<file path="src/rtl/icache_assoc_if.sv">
// icache_assoc_if: bundle of fetch-side, data-hazard and memory-side signals for icache_assoc.
//   slave  : cache view (fetch/mem inputs in, ihit/imemload/iREN/iaddr out)
//   master : environment view (datapath + memory arbiter), directions reversed
interface icache_assoc_if;
  logic        imemREN;
  logic [31:0] imemaddr;
  logic        dmemREN;
  logic        dmemWEN;
  logic        flush;
  logic        ihit;
  logic [31:0] imemload;
  logic        iREN;
  logic [31:0] iaddr;
  logic        iwait;
  logic [31:0] iload;

  modport slave (
    input  imemREN, imemaddr, dmemREN, dmemWEN, flush, iwait, iload,
    output ihit, imemload, iREN, iaddr
  );

  modport master (
    output imemREN, imemaddr, dmemREN, dmemWEN, flush, iwait, iload,
    input  ihit, imemload, iREN, iaddr
  );
endinterface

</file>
<file path="src/rtl/icache_assoc.sv">
// icache_assoc: set-associative read-only instruction cache, multi-word blocks, LRU replacement,
// single-cycle flush. Hits are combinational; a miss fetches the whole block one word per
// memory handshake and then returns to idle.
//   CLK, nRST : clock (rising edge), asynchronous active-low reset
//   bus       : icache_assoc_if.slave (fetch request/response, dmem gating, flush, memory channel)
module icache_assoc #(
  parameter int unsigned NSETS    = 8,
  parameter int unsigned NWAYS    = 2,
  parameter int unsigned BLKWORDS = 2
) (
  input  logic          CLK,
  input  logic          nRST,
  icache_assoc_if.slave bus
);
  localparam int unsigned WOFF_W = $clog2(BLKWORDS);
  localparam int unsigned IDX_W  = $clog2(NSETS);
  localparam int unsigned TAG_W  = 30 - WOFF_W - IDX_W;
  // Word counter keeps at least one bit so single-word blocks still elaborate.
  localparam int unsigned WCNT_W = (WOFF_W > 0) ? WOFF_W : 1;

  typedef enum logic {StIdle, StFill} state_e;

  state_e              state_q, state_d;
  logic [WCNT_W-1:0]   wcnt_q, wcnt_d;
  logic [TAG_W-1:0]    fill_tag_q;
  logic [IDX_W-1:0]    fill_idx_q;
  logic                fill_way_q;

  logic [NWAYS-1:0]    valid_q [NSETS];
  logic [NSETS-1:0]    lru_q;
  logic [TAG_W-1:0]    tag_arr [NSETS][NWAYS];
  logic [31:0]         data_arr [NSETS][NWAYS][BLKWORDS];

  logic [TAG_W-1:0]    req_tag;
  logic [IDX_W-1:0]    req_idx;
  logic [WCNT_W-1:0]   req_woff;
  logic                hit, hit_way, victim;
  logic                no_dhaz, ihit, miss_start, word_done, last_word;
  logic                unused_bits;

  assign req_tag     = bus.imemaddr[31 -: TAG_W];
  assign req_idx     = bus.imemaddr[2+WOFF_W +: IDX_W];
  assign req_woff    = (WOFF_W > 0) ? bus.imemaddr[2 +: WCNT_W] : '0;
  assign unused_bits = ^bus.imemaddr[1:0];

  always_comb begin
    hit     = 1'b0;
    hit_way = 1'b0;
    for (int w = 0; w < NWAYS; w++) begin
      if (valid_q[req_idx][w] && (tag_arr[req_idx][w] == req_tag)) begin
        hit     = 1'b1;
        hit_way = 1'(w);
      end
    end
  end

  // Prefer an empty way (way 0 first) before evicting the LRU way.
  always_comb begin
    victim = 1'b0;
    if (NWAYS == 2 && valid_q[req_idx][0]) begin
      victim = valid_q[req_idx][NWAYS-1] ? lru_q[req_idx] : 1'b1;
    end
  end

  assign no_dhaz    = !bus.dmemREN && !bus.dmemWEN && !bus.flush;
  assign ihit       = bus.imemREN && hit && (state_q == StIdle) && no_dhaz;
  assign miss_start = bus.imemREN && !hit && (state_q == StIdle) && no_dhaz;
  assign word_done  = (state_q == StFill) && !bus.iwait;
  assign last_word  = word_done && (wcnt_q == WCNT_W'(BLKWORDS - 1));

  always_comb begin
    state_d = state_q;
    wcnt_d  = wcnt_q;
    unique case (state_q)
      StIdle: if (miss_start) state_d = StFill;
      StFill: begin
        if (word_done) wcnt_d = wcnt_q + 1'b1;
        // Flush aborts the fill and wins over completion.
        if (last_word || bus.flush) begin
          state_d = StIdle;
          wcnt_d  = '0;
        end
      end
      default: state_d = StIdle;
    endcase
  end

  assign bus.ihit     = ihit;
  assign bus.imemload = ihit ? data_arr[req_idx][hit_way][req_woff] : 32'h0;
  assign bus.iREN     = (state_q == StFill);
  assign bus.iaddr    = (state_q == StFill) ?
                        ({fill_tag_q, fill_idx_q, {(WOFF_W+2){1'b0}}} | (32'(wcnt_q) << 2)) :
                        32'h0;

  always_ff @(posedge CLK or negedge nRST) begin
    if (!nRST) begin
      state_q    <= StIdle;
      wcnt_q     <= '0;
      fill_tag_q <= '0;
      fill_idx_q <= '0;
      fill_way_q <= 1'b0;
      lru_q      <= '0;
      for (int s = 0; s < NSETS; s++) valid_q[s] <= '0;
    end else begin
      state_q <= state_d;
      wcnt_q  <= wcnt_d;
      if (miss_start) begin
        fill_tag_q                <= req_tag;
        fill_idx_q                <= req_idx;
        fill_way_q                <= victim;
        valid_q[req_idx][victim]  <= 1'b0;
      end
      if (ihit && NWAYS == 2) lru_q[req_idx] <= ~hit_way;
      if (last_word) begin
        valid_q[fill_idx_q][fill_way_q] <= 1'b1;
        if (NWAYS == 2) lru_q[fill_idx_q] <= ~fill_way_q;
      end
      if (bus.flush) begin
        for (int s = 0; s < NSETS; s++) valid_q[s] <= '0;
      end
    end
  end

  // Payload storage needs no reset; valid bits guard it.
  always_ff @(posedge CLK) begin
    if (word_done) data_arr[fill_idx_q][fill_way_q][wcnt_q] <= bus.iload;
    if (last_word) tag_arr[fill_idx_q][fill_way_q] <= fill_tag_q;
  end
endmodule

</file>
<file path="src/flat_wrapper.sv">
// flat-port wrapper written by rule: the top's interface ports become plain ports
module icache_assoc_flat 
#(
  parameter int unsigned NSETS    = 8,
  parameter int unsigned NWAYS    = 2,
  parameter int unsigned BLKWORDS = 2
)
  (CLK, nRST, bus_imemREN, bus_imemaddr, bus_dmemREN, bus_dmemWEN, bus_flush, bus_iwait, bus_iload, bus_ihit, bus_imemload, bus_iREN, bus_iaddr);
  icache_assoc_if bus_i ();
  input  logic CLK;
  input  logic nRST;
  input wire logic [$bits(bus_i.imemREN)-1:0] bus_imemREN;
  input wire logic [$bits(bus_i.imemaddr)-1:0] bus_imemaddr;
  input wire logic [$bits(bus_i.dmemREN)-1:0] bus_dmemREN;
  input wire logic [$bits(bus_i.dmemWEN)-1:0] bus_dmemWEN;
  input wire logic [$bits(bus_i.flush)-1:0] bus_flush;
  input wire logic [$bits(bus_i.iwait)-1:0] bus_iwait;
  input wire logic [$bits(bus_i.iload)-1:0] bus_iload;
  output wire logic [$bits(bus_i.ihit)-1:0] bus_ihit;
  output wire logic [$bits(bus_i.imemload)-1:0] bus_imemload;
  output wire logic [$bits(bus_i.iREN)-1:0] bus_iREN;
  output wire logic [$bits(bus_i.iaddr)-1:0] bus_iaddr;
  assign bus_i.imemREN = bus_imemREN;
  assign bus_i.imemaddr = bus_imemaddr;
  assign bus_i.dmemREN = bus_dmemREN;
  assign bus_i.dmemWEN = bus_dmemWEN;
  assign bus_i.flush = bus_flush;
  assign bus_i.iwait = bus_iwait;
  assign bus_i.iload = bus_iload;
  assign bus_ihit = bus_i.ihit;
  assign bus_imemload = bus_i.imemload;
  assign bus_iREN = bus_i.iREN;
  assign bus_iaddr = bus_i.iaddr;
  icache_assoc #(.NSETS(NSETS), .NWAYS(NWAYS), .BLKWORDS(BLKWORDS)) u_core (.CLK(CLK), .nRST(nRST), .bus(bus_i));
endmodule
</file>
<file path="config.mk">
export PLATFORM = sky130hd
export DESIGN_NAME = icache_assoc_flat
export DESIGN_NICKNAME = d
export VERILOG_FILES = /design/src/rtl/icache_assoc_if.sv /design/src/rtl/icache_assoc.sv /design/src/flat_wrapper.sv
export SDC_FILE = /design/constraint.sdc
export NUM_CORES = 2
export LEC_CHECK = 0
export CAP_MARGIN = 30
export CELL_PAD_IN_SITES_DETAIL_PLACEMENT = 1
export CELL_PAD_IN_SITES_GLOBAL_PLACEMENT = 1
export CORE_MARGIN = 2
export CORE_UTILIZATION = 50
export CTS_CLUSTER_DIAMETER = 80
export DETAILED_ROUTE_END_ITERATION = 12
export PLACE_DENSITY_LB_ADDON = 0.1
export SETUP_SLACK_MARGIN = 0.3
export SYNTH_ARGS = -nofsm -noshare
export SYNTH_HDL_FRONTEND = slang
export SYNTH_SLANG_ARGS = --single-unit
</file>
<file path="constraint.sdc">
create_clock -name CLK -period 15.5 [get_ports CLK]
set_clock_uncertainty 0.15 [all_clocks]
set_input_delay 2.325 -clock CLK [delete_from_list [all_inputs] [get_ports CLK]]
set_output_delay 2.325 -clock CLK [all_outputs]
set_load 0.01 [all_outputs]
</file>
==> impl_metrics.yaml <==
outcome:
  status: "completed"
sta:
  rsz0062_at_grt: "false"
  finalSetupViolCount: 0
  final.setup.tns_ns: 0
  worst_slack_ns: 4.19
  hold_violations: 0
  tightest_slew_ns: 1.08
  maxSlewHeadroom_pct: 27.5
  fin_crit_sh_pct: 73.0
  timing.fmax_ghz: 0.0884
  min_period_ns: 11.31
  drv_slew: 0
clock_tree:
  cts_root_buf: "clkbuf_16"
  hold_buffers: 0
  clk_pin_slew_ns: 0.06
  cts_setup_buffers: 0
  cts_tree: "done"
  cts.repair.resized: 0
  clock_latency_ns: 0.78
  clk_path_buf_depth: 3
  cts_max_level: 4
  cts.sinks: 1496
  cts_buffers: 158
power_and_ir_drop:
  p_leak_nw: 21.7
  cellPowerDensity_mw_per_mm2: 131
  ir_drop_mv: 0.113
place:
  port_buffers: 132
  place_inst: 4985
  place_area_mm2: 0.0623
  place_hpwl_mm: 96.3
  pre_cts_slack_ns: 4.23
  place.gp.congestion: 0.816
floorplan:
  die_area_mm2: 0.121
  core-area_mm2: 0.117
  die-height_um: 347
  die_x_um: 347
  rows: 125
  start_util_pct: 50.6
  ios: 137
critical_path:
  cp-start-kind: "input pin"
  path_delay_family: "buffers and inverters"
  startpoint: "bus_imemaddr[5]"
  critPathBufInv: 5
  setup.worst_path.end_class: "output pin"
  cpPeakStageDelay_ns: 0.90
  crit_fanout: 76
  critical-path-slowest-cell: "nor4_1"
  crit_top_cell: "buf_4"
  crit_arrival_ns: 8.84
  critPathKind: "input pin to output pin"
  required_ns: 13.03
  crit_chain: "buf_8 > buf_4 > buf_4 > mux2i_1 > a22oi_1 > o21ai_0 > xnor2_1 > nand4_1 > or4b_4 > o31a_2 > buf_4 > nor4_1 > clkdlybuf4s50_1"
  reg2reg_from: "u_core.tag_arr[3][12]$_DFFE_PP_"
layout:
  area_delta_synth_final_pct: 14.4
  instances_no_fill: 5277
  nets: 3696
  final_cell_area_mm2: 0.0674
  drive_gt1_share_pct: 18.3
  fillerInstances: 10300
synthesis:
  synth_seq_area_share_pct: 75.8
  yosys-top-cells-count: "edfxtp_1, o22ai_1, nor2_1, mux2i_1, mux2_2"
  yosysTopAreaCell: "edfxtp_1"
  synth_area_leaders: "edfxtp_1, mux2_2, mux2i_1"
  synthArstFlopShare_pct: 3.74
  syn_inst: 3458
  ys.flop_type: "edfxtp_1"
  yosysWarningCount: 0
  ys_ff_latch: 1496
  synth_top_area_share_pct: 73.4
  synth_area_mm2: 0.0589
  synth.most_common_cell: "edfxtp_1"
  avgSynthCellArea_um2: 17.0
  ys_types: 82
  synth_edf_count: 1440
grt:
  track_usage_pct: 31.8
  grt_pass1_vias: 36800
  antenna_found_initial: 6
  grt_max_degree: 107
  grt_remaining_overflow: 0
  grt_pass1_wl_mm: 271
drt:
  drc_errors: 0
  routedWlPerCell_um: 36.2
  first_iter_violations: 4096
  wl_mm: 191
  drt.antenna.violating_nets: 0
  first_pass_iters: 8
  via_count: 35400
  viasPerCell: 6.70
hold_path:
  min_from: "u_core.lru_q[1]$_DFF_PN0_"
  hp-class: "flop to flop"
job:
  cap_violations: 0
kinds of logic (layout without fill, tap and decap cells):
group,count (synthesis),in the layout,share of synthesized area [%]
xor gates and xnor gates,19,19,0.283
AOI/OAI and AO/OA,723,723,8.06
and+or+nand+nor,533,533,4.65
muxes,441,441,9.28
other,1,4,0.00637
DFF,1496,1496,75.8
buffers and inverters,245,537,1.94
report_power, final:
group	internal, mW	switching (mW)	total (mW)
logic	0.173	0.331	0.504
registers	4.53	0.101	4.64
clock network	2.15	1.55	3.70
state kept, by name, summed over array words and instances, names as in the netlist, 3 cells and up:
signal	count
u_core.valid_q	16
u_core.fill_tag_q	26
u_core.tag_arr	416
u_core.lru_q	8
u_core.fill_idx_q	3
u_core.data_arr	1024
layout make-up:
type                    count  area, um2  area share (%)
diodes                      2       5.00         0.00743
inverters                  13       51.3          0.0762
multi-input cells        1718      13500            20.1
clock buffers             210       4330            6.43
repair buffers            238       2190            3.26
flip-flops and latches   1496      44600            66.3
well taps                1524       1910            2.83
clock inverters            76        686            1.02
cells in the final DEF (no fill, tap or decap), types with 20 or more instances in the layout:
cell and instances:
dfrtp_1 55, mux4_2 55, o21ai_0 122, nand2_1 56
clkbuf_1 38, nor3_1 60, clkdlybuf4s50_1 127, and2_1 33
nor2_4 46, edfxtp_1 1440, buf_4 101, a21oi_1 97
a211oi_1 25, a22oi_1 32, nor2_1 160, mux2i_1 181
clkbuf_16 163, mux2_2 175, clkinv_2 20, a221oi_1 28
mux2_4 28, o221ai_1 45, o22ai_1 266, clkinv_1 34
nor4_1 38
per-stage QoR:
step                util (%)  total power, mW  hold slack [ns]
global placement        53.4             5.18            0.361
floorplan                  -             4.95            0.339
detailed placement      53.4             5.21            0.372
finish                  57.8             8.84            0.389
CTS                     57.8             8.88            0.385
global route            57.8             9.07            0.420
worst min-delay path, delay by kind of cell, from the launching register on:
family,cells,cell delay [ns]
flops,1,0.34
compound gates,2,0.15
final timing paths:
check,endpoint,slack [ns],cells after the start
worst max-delay path,bus_imemload[28],4.19,13
worst min-delay path,u_core.lru_q[1]$_DFF_PN0_,0.39,2
worst max register to register,u_core.fill_tag_q[18]$_DFFE_PN0N_,10.63,10
worst min register to register,u_core.lru_q[1]$_DFF_PN0_,0.39,2
max in group asynchronous,u_core.fill_way_q$_DFFE_PN0N_,12.82,2
min in group asynchronous,u_core.fill_tag_q[7]$_DFFE_PN0N_,1.23,1
routing by layer:
layer	vias up	wire, um	track usage (%)
met1	18700	74100	41.7
met2	1877	93900	53.0
met4	4	8450	13.3
met3	446	14800	5.00
met5	-	16	0
li1	14300	-	-
No activity file was read; power rests on OpenSTA's default activity.
